**src/rtl/macc_pkg.sv**
```systemverilog
// Shared types and constants for the MACC sequencing controller.
package macc_pkg;

    localparam int DW = 32;

    typedef enum logic [2:0] {
        IDLE,
        LOAD_A,
        LOAD_B,
        COMPUTE,
        DRAIN,
        DONE
    } state_e;

    localparam logic [2:0] EN_A = 3'b100;
    localparam logic [2:0] EN_B = 3'b010;
    localparam logic [2:0] EN_C = 3'b001;

endpackage

```
**src/rtl/macc_obuf.sv**
```systemverilog
// Two-entry FIFO holding C words read back from the MACC.
module macc_obuf
    import macc_pkg::*;
(
    input  logic          clk_i,
    input  logic          rst_i,
    input  logic          push_i,
    input  logic [DW-1:0] data_i,
    input  logic          pop_i,
    output logic [DW-1:0] data_o,
    output logic          full_o,
    output logic          empty_o,
    output logic [1:0]    count_o
);

    logic [DW-1:0] mem_q [2];
    logic          wp_q, wp_d;
    logic          rp_q, rp_d;
    logic [1:0]    cnt_q, cnt_d;
    logic          do_push, do_pop;

    assign full_o  = (cnt_q == 2'd2);
    assign empty_o = (cnt_q == 2'd0);
    assign count_o = cnt_q;
    assign data_o  = empty_o ? '0 : mem_q[rp_q];

    assign do_push = push_i & ~full_o;
    assign do_pop  = pop_i & ~empty_o;

    always_comb begin
        wp_d  = do_push ? ~wp_q : wp_q;
        rp_d  = do_pop ? ~rp_q : rp_q;
        cnt_d = cnt_q + {1'b0, do_push}
                      - {1'b0, do_pop};
    end

    always_ff @(posedge clk_i) begin
        if (rst_i) begin
            mem_q[0] <= '0;
            mem_q[1] <= '0;
            wp_q     <= 1'b0;
            rp_q     <= 1'b0;
            cnt_q    <= 2'd0;
        end else begin
            if (do_push) mem_q[wp_q] <= data_i;
            wp_q  <= wp_d;
            rp_q  <= rp_d;
            cnt_q <= cnt_d;
        end
    end

endmodule

```
**src/rtl/macc_ctrl.sv**
```systemverilog
// Sequencer: loads A/B into the MACC, waits, drains C to the host.
// Define MACC_CTRL_PERF_EN to build the job cycle counter.
module macc_ctrl
    import macc_pkg::*;
#(
    parameter int N_ELEM         = 16,
    parameter int COMPUTE_CYCLES = 8
) (
    input  logic          CLK,
    input  logic          RST,
    input  logic          start,
    output logic          busy,
    output logic          done,
    input  logic [DW-1:0] in_data,
    input  logic          in_valid,
    output logic          in_ready,
    output logic [DW-1:0] out_data,
    output logic          out_valid,
    input  logic          out_ready,
    output logic [DW-1:0] mat_wdata,
    output logic [2:0]    wen,
    output logic [2:0]    ren,
    input  logic [DW-1:0] c_rdata,
    output logic [31:0]   perf_cycles
);

    localparam int BW = $clog2(N_ELEM + 1);
    localparam int CW = $clog2(COMPUTE_CYCLES + 1);
    localparam logic [BW-1:0] LAST  = BW'(N_ELEM - 1);
    localparam logic [BW-1:0] NW    = BW'(N_ELEM);
    localparam logic [CW-1:0] CLAST = CW'(COMPUTE_CYCLES - 1);

    state_e        state_q, state_d;
    logic [BW-1:0] beat_q, beat_d;
    logic [BW-1:0] rd_q, rd_d;
    logic [BW-1:0] acc_q, acc_d;
    logic [CW-1:0] cyc_q, cyc_d;
    logic          infl_q, infl_d;
    logic          pop;
    logic          ob_empty;
    logic [1:0]    ob_cnt;
    logic [2:0]    pending;

    assign busy      = (state_q != IDLE);
    assign done      = (state_q == DONE);
    assign out_valid = ~ob_empty;
    assign pop       = out_valid & out_ready;
    // Buffered words plus the read still in flight must fit in 2 slots.
    assign pending   = {1'b0, ob_cnt} + {2'b00, infl_q};

    macc_obuf u_obuf (
        .clk_i   (CLK),
        .rst_i   (RST),
        .push_i  (infl_q),
        .data_i  (c_rdata),
        .pop_i   (pop),
        .data_o  (out_data),
        .full_o  (),
        .empty_o (ob_empty),
        .count_o (ob_cnt)
    );

    always_comb begin
        state_d   = state_q;
        beat_d    = beat_q;
        rd_d      = rd_q;
        acc_d     = acc_q;
        cyc_d     = cyc_q;
        infl_d    = 1'b0;
        in_ready  = 1'b0;
        wen       = 3'b000;
        ren       = 3'b000;
        mat_wdata = '0;
        unique case (state_q)
            IDLE: begin
                if (start) begin
                    state_d = LOAD_A;
                    beat_d  = '0;
                    rd_d    = '0;
                    acc_d   = '0;
                    cyc_d   = '0;
                end
            end
            LOAD_A, LOAD_B: begin
                in_ready = 1'b1;
                if (in_valid) begin
                    wen       = (state_q == LOAD_A) ? EN_A : EN_B;
                    mat_wdata = in_data;
                    if (beat_q == LAST) begin
                        beat_d  = '0;
                        cyc_d   = '0;
                        state_d = (state_q == LOAD_A) ? LOAD_B : COMPUTE;
                    end else begin
                        beat_d = beat_q + 1'b1;
                    end
                end
            end
            COMPUTE: begin
                if (cyc_q == CLAST) state_d = DRAIN;
                else cyc_d = cyc_q + 1'b1;
            end
            DRAIN: begin
                if (pending < 3'd2 && rd_q != NW) begin
                    ren    = EN_C;
                    rd_d   = rd_q + 1'b1;
                    infl_d = 1'b1;
                end
                if (pop) begin
                    if (acc_q == LAST) state_d = DONE;
                    else acc_d = acc_q + 1'b1;
                end
            end
            DONE:    state_d = IDLE;
            default: state_d = IDLE;
        endcase
    end

    always_ff @(posedge CLK) begin
        if (RST) begin
            state_q <= IDLE;
            beat_q  <= '0;
            rd_q    <= '0;
            acc_q   <= '0;
            cyc_q   <= '0;
            infl_q  <= 1'b0;
        end else begin
            state_q <= state_d;
            beat_q  <= beat_d;
            rd_q    <= rd_d;
            acc_q   <= acc_d;
            cyc_q   <= cyc_d;
            infl_q  <= infl_d;
        end
    end

`ifdef MACC_CTRL_PERF_EN
    logic [31:0] perf_q, perf_d;

    always_comb begin
        perf_d = perf_q;
        if (state_q == IDLE) begin
            if (start) perf_d = '0;
        end else if (perf_q != 32'hFFFF_FFFF) begin
            perf_d = perf_q + 32'd1;
        end
    end

    always_ff @(posedge CLK) begin
        if (RST) perf_q <= '0;
        else perf_q <= perf_d;
    end

    assign perf_cycles = perf_q;
`else
    assign perf_cycles = '0;
`endif

endmodule

```
**config.mk**
```make
export PLATFORM = sky130hd
export DESIGN_NAME = macc_ctrl
export DESIGN_NICKNAME = d
export VERILOG_FILES = /design/src/rtl/macc_pkg.sv /design/src/rtl/macc_obuf.sv /design/src/rtl/macc_ctrl.sv
export SDC_FILE = /design/constraint.sdc
export NUM_CORES = 1
export LEC_CHECK = 0
export CORE_MARGIN = 8
export CORE_UTILIZATION = 41
export DETAILED_ROUTE_END_ITERATION = 6
export GPL_TIMING_DRIVEN = 0
export PLACE_DENSITY = 0.74
export SLEW_MARGIN = 20
export SYNTH_ARGS = -nofsm -noshare
export SYNTH_HDL_FRONTEND = slang
export SYNTH_HIERARCHICAL = 1
export SYNTH_SLANG_ARGS = --single-unit
```
**constraint.sdc**
```tcl
create_clock -name CLK -period 6.7 [get_ports CLK]
set_input_delay 1.34 -clock CLK [delete_from_list [all_inputs] [get_ports CLK]]
set_output_delay 1.34 -clock CLK [all_outputs]
set_load 0.02 [all_outputs]
```
Yosys cells after proc, flatten, opt, wreduce, memory -nomap -nowiden
Memories as Yosys holds them, arrays and structs flattened. A register that Yosys moved wholly into a read port is not among the register bits.
Cells that the tools add are included.
{"block": "totals", "register_bits": 27, "mem_bits_rw": 64, "output_inout_bits": 106, "memories": 1}
{"memory": "u_obuf.mem_q", "words": 2, "word_bits": 32, "rd": 1, "rd_clocked_by_memory_dff": 1, "write_ports": 2, "line": "macc_obuf.sv:16", "rtl": "logic [DW-1:0] mem_q [2];"}
{"block": "op_classes", "add_sub_neg": 7, "n_lt_le_gt_ge": 1, "eq_ne": 19, "muxes": 42, "n_bitwise": 8, "n_reduce_logical": 15}
{"cell": "two-way mux 32 bit", "n": 4}
{"cell": "OR reduction 32 bit", "n": 1}
{"cell": "two-way mux 5 bit", "n": 6}
{"cell": "case mux 5 bit (2 select lines)", "n": 3}
{"cell": "two-way mux 3 bit", "n": 9}
{"cell": "two-way mux 4 bit", "n": 4}
{"cell": "!= test 2 bit, second input constant", "n": 8}
{"cell": "adder 5 x 1 -> 5 bit, second input constant", "n": 3}
{"cell": "two-way mux 1 bit", "n": 14}
{"cell": "case mux 3 bit (4 select lines)", "n": 1}
{"cell": "case mux 4 bit (3 select lines)", "n": 1}
{"cell": "equality test 5 x 4 -> 1 bit, second input constant", "n": 2}
{"cell": "equality test 3 x 2 -> 1 bit, second input constant", "n": 2}
{"cell": "equality test 3 bit, second input constant", "n": 2}
{"cell": "AND reduction 3 bit", "n": 2}
{"cell": "AND reduction 6 bit", "n": 1}
{"cell": "nonzero test 3 bit", "n": 2}
{"cell": "!= test 5 bit, second input constant", "n": 1}
{"cell": "inverter 1 bit", "n": 5}
{"cell": "AND reduction 5 bit", "n": 1}
{"cell": "adder 4 x 1 -> 4 bit, second input constant", "n": 1}
{"cell": "equality test 4 x 3 -> 1 bit, second input constant", "n": 1}
{"cell": "AND reduction 4 bit", "n": 1}
{"cell": "nonzero test 2 bit", "n": 2}
{"cell": "12 further kinds", "n": 15}

Longest topological paths before layout
{"block": "logic_depth", "ltp_word": 8, "mapped_depth": 11, "depth_no_buf": 10}

Cells and area by module
The synthesis kept the hierarchy.
{"mod": "macc_obuf", "n_inst": 1, "cells_each": 271, "area_each_um2": 3183.1, "seq_area_each_um2": 2021.9}
{"mod": "macc_ctrl", "n_inst": 1, "cells_each": 229, "area_each_um2": 1841.8, "seq_area_each_um2": 460.4}

Worst setup path after synthesis
OpenSTA, ideal clock, no wires.
{"block": "synth_path", "path_kind": "input to output", "start": "input in_valid", "end": "output mat_wdata[0]", "arrival_time_ns": 1.988, "t_required_ns": 5.360, "path_slack_ns": 3.372, "stages": 4, "path_cell_list": "and3_1 -> buf_2 -> clkbuf_2 -> and2_1"}
{"block": "synth_between", "elab_chain_cells": 2}
{"element": "start: declaration", "line": "macc_ctrl.sv:15", "rtl": "input logic in_valid,"}
{"element": "two-way mux 32 bit", "line": "macc_ctrl.sv:86", "rtl": "if (in_valid) begin"}
{"element": "two-way mux 32 bit", "line": "macc_ctrl.sv:74", "rtl": "unique case (state_q)"}
{"element": "end: declaration", "line": "macc_ctrl.sv:20", "rtl": "output logic [DW-1:0] mat_wdata,"}
Every way passes these cells.

Worst setup path after layout
{"block": "layout_path", "start": "input in_valid", "end": "output mat_wdata[23]"}
Same word-level chain as after synthesis.

==> flow_summary.rst <==
.. list-table::
   :header-rows: 1

   * - Metric
     - Value
   * - Setup Viol. Count Final
     - 0
   * - # Max-Cap Violations
     - 0
   * - YS warnings
     - 6
   * - Final worst path period share
     - 0.682
   * - DRC violation total after the first TritonRoute iteration
     - ~240
   * - Crit Path Category
     - input pin to output port
   * - Largest net degree at the start of global routing
     - 33
   * - Total inserted antenna cells
     - 0
   * - Setup repair after global routing missed its margin
     - false
   * - Via count of the first global-routing pass
     - between 4000 and 5000
   * - Number of nets with antenna violations after routing
     - 0
   * - Horizontal die dimension
     - between 100 and 150 um
   * - Critical path, cell by cell
     - clkdlybuf4s50_1, and3_1, buf_2, clkbuf_2, and2_1, clkdlybuf4s50_1
   * - Launch point of the worst reg-to-reg path
     - u_obuf/count_o[1]
   * - Overall fraction of global-route tracks in use
     - 0.157
   * - Setup TNS
     - 0 ns
   * - Layout Area Growth over Synthesis
     - 40.2%
   * - Detailed-route via count
     - a little over 4000
   * - Hold/Removal Path Class
     - flop to flop
   * - Number of synthesized flops with an enable pin
     - between 60 and 70
   * - Worst-case vdd ir drop
     - ~150 uV
   * - Run status
     - completed
   * - Die boundary height
     - between 100 and 150 um
   * - Total of flip-flops plus latches after synthesis
     - between 90 and 100
   * - Core Footprint
     - 0.0120 mm2
   * - Post-Synthesis Mean Instance Area
     - between 10 and 15 um2
   * - Library cells used by synthesis
     - 56
   * - Placed instance count
     - ~820
   * - Number of CTS-inserted buffers
     - 9
   * - NumNets Final
     - around 760
   * - Most used DFF post-synth
     - sky130_fd_sc_hd__edfxtp_1
   * - Slew at the pin closest to its max-slew limit
     - approximately 0.78 ns
   * - Synthesized netlist cell count
     - 500
   * - Final number of max-transition violations
     - 0
   * - Critical Path AT
     - ~3.2 ns
   * - I/O pin total
     - between 150 and 200
   * - Fraction of final layout cells sized beyond drive strength 1
     - 0.133
   * - Netlist area before placement
     - approximately 0.0050 mm2
   * - Relative slew margins
     - 0.480
   * - Setup crit end kind
     - output port
   * - Top delay family on crit path
     - buffers and inverters
   * - First-pass detailed-route iteration total
     - 4
   * - IO buf count
     - approximately 140
   * - Post-CTS repair timing setup buffer count
     - 0
   * - Number of H-tree levels
     - 3
   * - Total wire length
     - around 13000 um
   * - Maximum clock insertion buffer count
     - 2
   * - Post-cts sizing count
     - 0
   * - Die area
     - around 0.016 mm2
   * - Clock tree from TritonCTS
     - yes
   * - Worst setup skew after layout
     - about 0.0090 ns
   * - Async set or reset register ratio after synthesis
     - 0
   * - Number of placement rows
     - 40
   * - Part of the Yosys area used for sequential elements
     - 0.494
   * - Antenna violations before repair
     - 0
   * - Power density over cell area
     - between 200 and 250 mW/mm2
   * - Leakage dissipation
     - approximately 2.6 nW
   * - Most common cell type on the critical path
     - sky130_fd_sc_hd__clkdlybuf4s50_1
   * - Sort of element at the start of the critical path
     - input pin
   * - Clock transition at the registers of the reported paths
     - around 0.060 ns
   * - Final GP Congestion
     - 0.867
   * - Wire length of the first global-routing pass
     - between 20000 and 25000 um
   * - Clock tree root buffer cell
     - sky130_fd_sc_hd__clkbuf_16
   * - Fin. Hold Viols
     - 0
   * - Startpoint of the most critical setup path
     - in_valid
   * - Worst setup slack for register-to-register paths
     - about 4 ns
   * - Maximum achievable frequency
     - between 0.2 and 0.25 GHz
   * - Placed wire-length estimate
     - 9910 um
   * - Post-detailed-route wirelength per cell
     - 15.3 um
   * - WP depth
     - 6
   * - Highest-delay cell along the critical path
     - sky130_fd_sc_hd__clkdlybuf4s50_1
   * - R2R depth
     - 11
   * - Data required time at the worst endpoint
     - approximately 5.4 ns
   * - Clock period minus worst slack
     - approximately 4.6 ns
   * - GRT overflow
     - 0
   * - Number of DRC violations after detailed routing
     - 0
   * - Skew-Pair Late Insertion Delay
     - between 0.3 and 0.4 ns
   * - Cts hold-fix bufs
     - 0
   * - Largest fanout of any net on the critical path
     - 10
   * - Clock net sink count
     - 92
   * - Starting Density
     - 0.418
   * - Endpoint of the worst setup timing path
     - mat_wdata[23]
   * - Crit path largest cell delay
     - 0.62 ns
   * - Critical register-to-register path endpoint
     - u_obuf/count_o[1]
   * - Final Instance Count excl. Fillers
     - between 800 and 900
   * - Buffer and inverter count on the worst path
     - 4
   * - Per-cell via count in the routed design
     - 4.85
-- how the worst min path moves through the flow --
| stage | startpoint | end | slack [ns] | cells after the start |
|---|---|---|---|---|
| after CTS | acc_q[1] | acc_q[1] | 0.48 | 2 |
| final | beat_q[4] | beat_q[4] | 0.48 | 1 |
| after floorplan | acc_q[1] | acc_q[1] | 0.45 | 2 |
| after global placement | acc_q[1] | acc_q[1] | 0.46 | 2 |
| after global routing | beat_q[4] | beat_q[4] | 0.51 | 1 |
| after detailed placement | acc_q[1] | acc_q[1] | 0.47 | 2 |
-- per-stage QoR --
stage,utilization,total power (W),cell area [um2],hold WS (ns),setup slack (ns)
after CTS,0.587,0.00162,7050,0.483,2.12
after floorplan,-,0.000942,5150,0.449,3.37
after detailed placement,0.563,0.00113,6760,0.473,2.13
after global placement,0.560,0.00112,6730,0.464,2.14
after global routing,0.587,0.00168,7050,0.507,1.98
final,0.587,0.00160,7050,0.482,2.13
-- registers in the layout (all words and copies together), names as in the netlist, 2 cells and up, named ones only --
name / count
acc_q: 5
beat_q: 5
cyc_q: 4
rd_q: 5
state_q: 3
u_obuf/count_o: 2
u_obuf/mem_q: 64
-- synth_stat cells, types with 3 or more instances --
master                     count  area [um2]
sky130_fd_sc_hd__and3_1        3        18.8
sky130_fd_sc_hd__buf_2         6        30.0
sky130_fd_sc_hd__nor3_1        6        30.0
sky130_fd_sc_hd__clkbuf_2      3        15.0
sky130_fd_sc_hd__a211oi_1      3        22.5
sky130_fd_sc_hd__ha_1          8         100
sky130_fd_sc_hd__buf_8         3        45.0
sky130_fd_sc_hd__and2_1       33         206
sky130_fd_sc_hd__inv_1        10        37.5
sky130_fd_sc_hd__or3_1         6        37.5
sky130_fd_sc_hd__nand2b_1     40         250
sky130_fd_sc_hd__nand3_1       8        40.0
sky130_fd_sc_hd__a21oi_1      20         100
sky130_fd_sc_hd__dfxtp_1      28         561
sky130_fd_sc_hd__nand2_1       9        33.8
sky130_fd_sc_hd__nor2_1      103         387
sky130_fd_sc_hd__nor2b_1       4        25.0
sky130_fd_sc_hd__xor2_1        7        61.3
sky130_fd_sc_hd__o21ai_0       5        25.0
sky130_fd_sc_hd__edfxtp_1     64        1920
sky130_fd_sc_hd__nor2_2       10        62.6
sky130_fd_sc_hd__buf_4        36         270
sky130_fd_sc_hd__clkbuf_1     14        52.6
sky130_fd_sc_hd__nand4b_1      5        43.8
sky130_fd_sc_hd__mux2i_1      32         320
-- kinds of logic after synthesis --
logic type / count (synthesis) / synth area share
buffers and inverters: 75 / 0.0949
AO/OA/AOI/OAI: 44 / 0.0580
flip-flops: 92 / 0.494
multiplexers: 33 / 0.0660
XOR/XNOR: 8 / 0.0139
adder cells (fa/ha/maj): 8 / 0.0199
AND/OR/NAND/NOR: 239 / 0.252
other: 1 / 0.000746
-- cells in the final DEF (no fill, tap or decap), types with 2 or more instances in the layout --
cell	netlist	final
sky130_fd_sc_hd__nor3_1	6	6
sky130_fd_sc_hd__buf_8	3	3
sky130_fd_sc_hd__nand2_1	9	9
sky130_fd_sc_hd__nor4b_4	2	2
sky130_fd_sc_hd__and3_1	3	3
sky130_fd_sc_hd__ha_1	8	8
sky130_fd_sc_hd__o21ai_0	5	5
sky130_fd_sc_hd__nor3b_1	2	2
sky130_fd_sc_hd__or3_1	6	6
sky130_fd_sc_hd__nand2b_1	40	39
sky130_fd_sc_hd__conb_1	1	35
sky130_fd_sc_hd__mux2i_1	32	32
sky130_fd_sc_hd__clkdlybuf4s50_1	0	139
sky130_fd_sc_hd__edfxtp_1	64	64
sky130_fd_sc_hd__clkbuf_2	3	3
sky130_fd_sc_hd__nand4b_1	5	5
sky130_fd_sc_hd__buf_4	36	36
sky130_fd_sc_hd__xor2_1	7	7
sky130_fd_sc_hd__dfxtp_1	28	28
sky130_fd_sc_hd__and2_1	33	33
sky130_fd_sc_hd__inv_6	0	3
sky130_fd_sc_hd__a21oi_1	20	20
sky130_fd_sc_hd__clkbuf_16	0	9
sky130_fd_sc_hd__inv_8	0	2
sky130_fd_sc_hd__a211oi_1	3	3
sky130_fd_sc_hd__nor2_2	10	10
sky130_fd_sc_hd__nand2b_2	1	2
sky130_fd_sc_hd__clkbuf_1	14	14
sky130_fd_sc_hd__nor2b_1	4	4
sky130_fd_sc_hd__nor2_1	103	103
sky130_fd_sc_hd__buf_6	2	2
sky130_fd_sc_hd__nand3_1	8	8
sky130_fd_sc_hd__inv_1	10	10
sky130_fd_sc_hd__buf_2	6	6
-- layout make-up --
class	instances	area [um2]
Sequential cell	92	2480
Clock inverter	7	62.6
Timing Repair Buffer	140	1420
Clock buffer	9	225
Fill cell	1048	4960
Tap cell	147	184
Inverter	11	41.3
Buffer	64	435
Multi-Input combinational cell	367	2200
-- per-layer routing --
metal  routed length, um  track usage  up-vias
met5                   0            0        -
met2                6740        0.295      157
met1                4940        0.165     1899
met4                 123       0.0392        0
li1                    -            -     1994
met3                 981       0.0519       12
-- power breakdown --
part | total [W] | internal (W) | switching [W] | leakage (nW)
logic | 0.000475 | 0.000220 | 0.000256 | 1.58
registers | 0.000642 | 0.000629 | 0.0000132 | 0.887
clock network | 0.000486 | 0.000261 | 0.000225 | 0.145
Note: power is estimated with default switching activity, not from simulation.
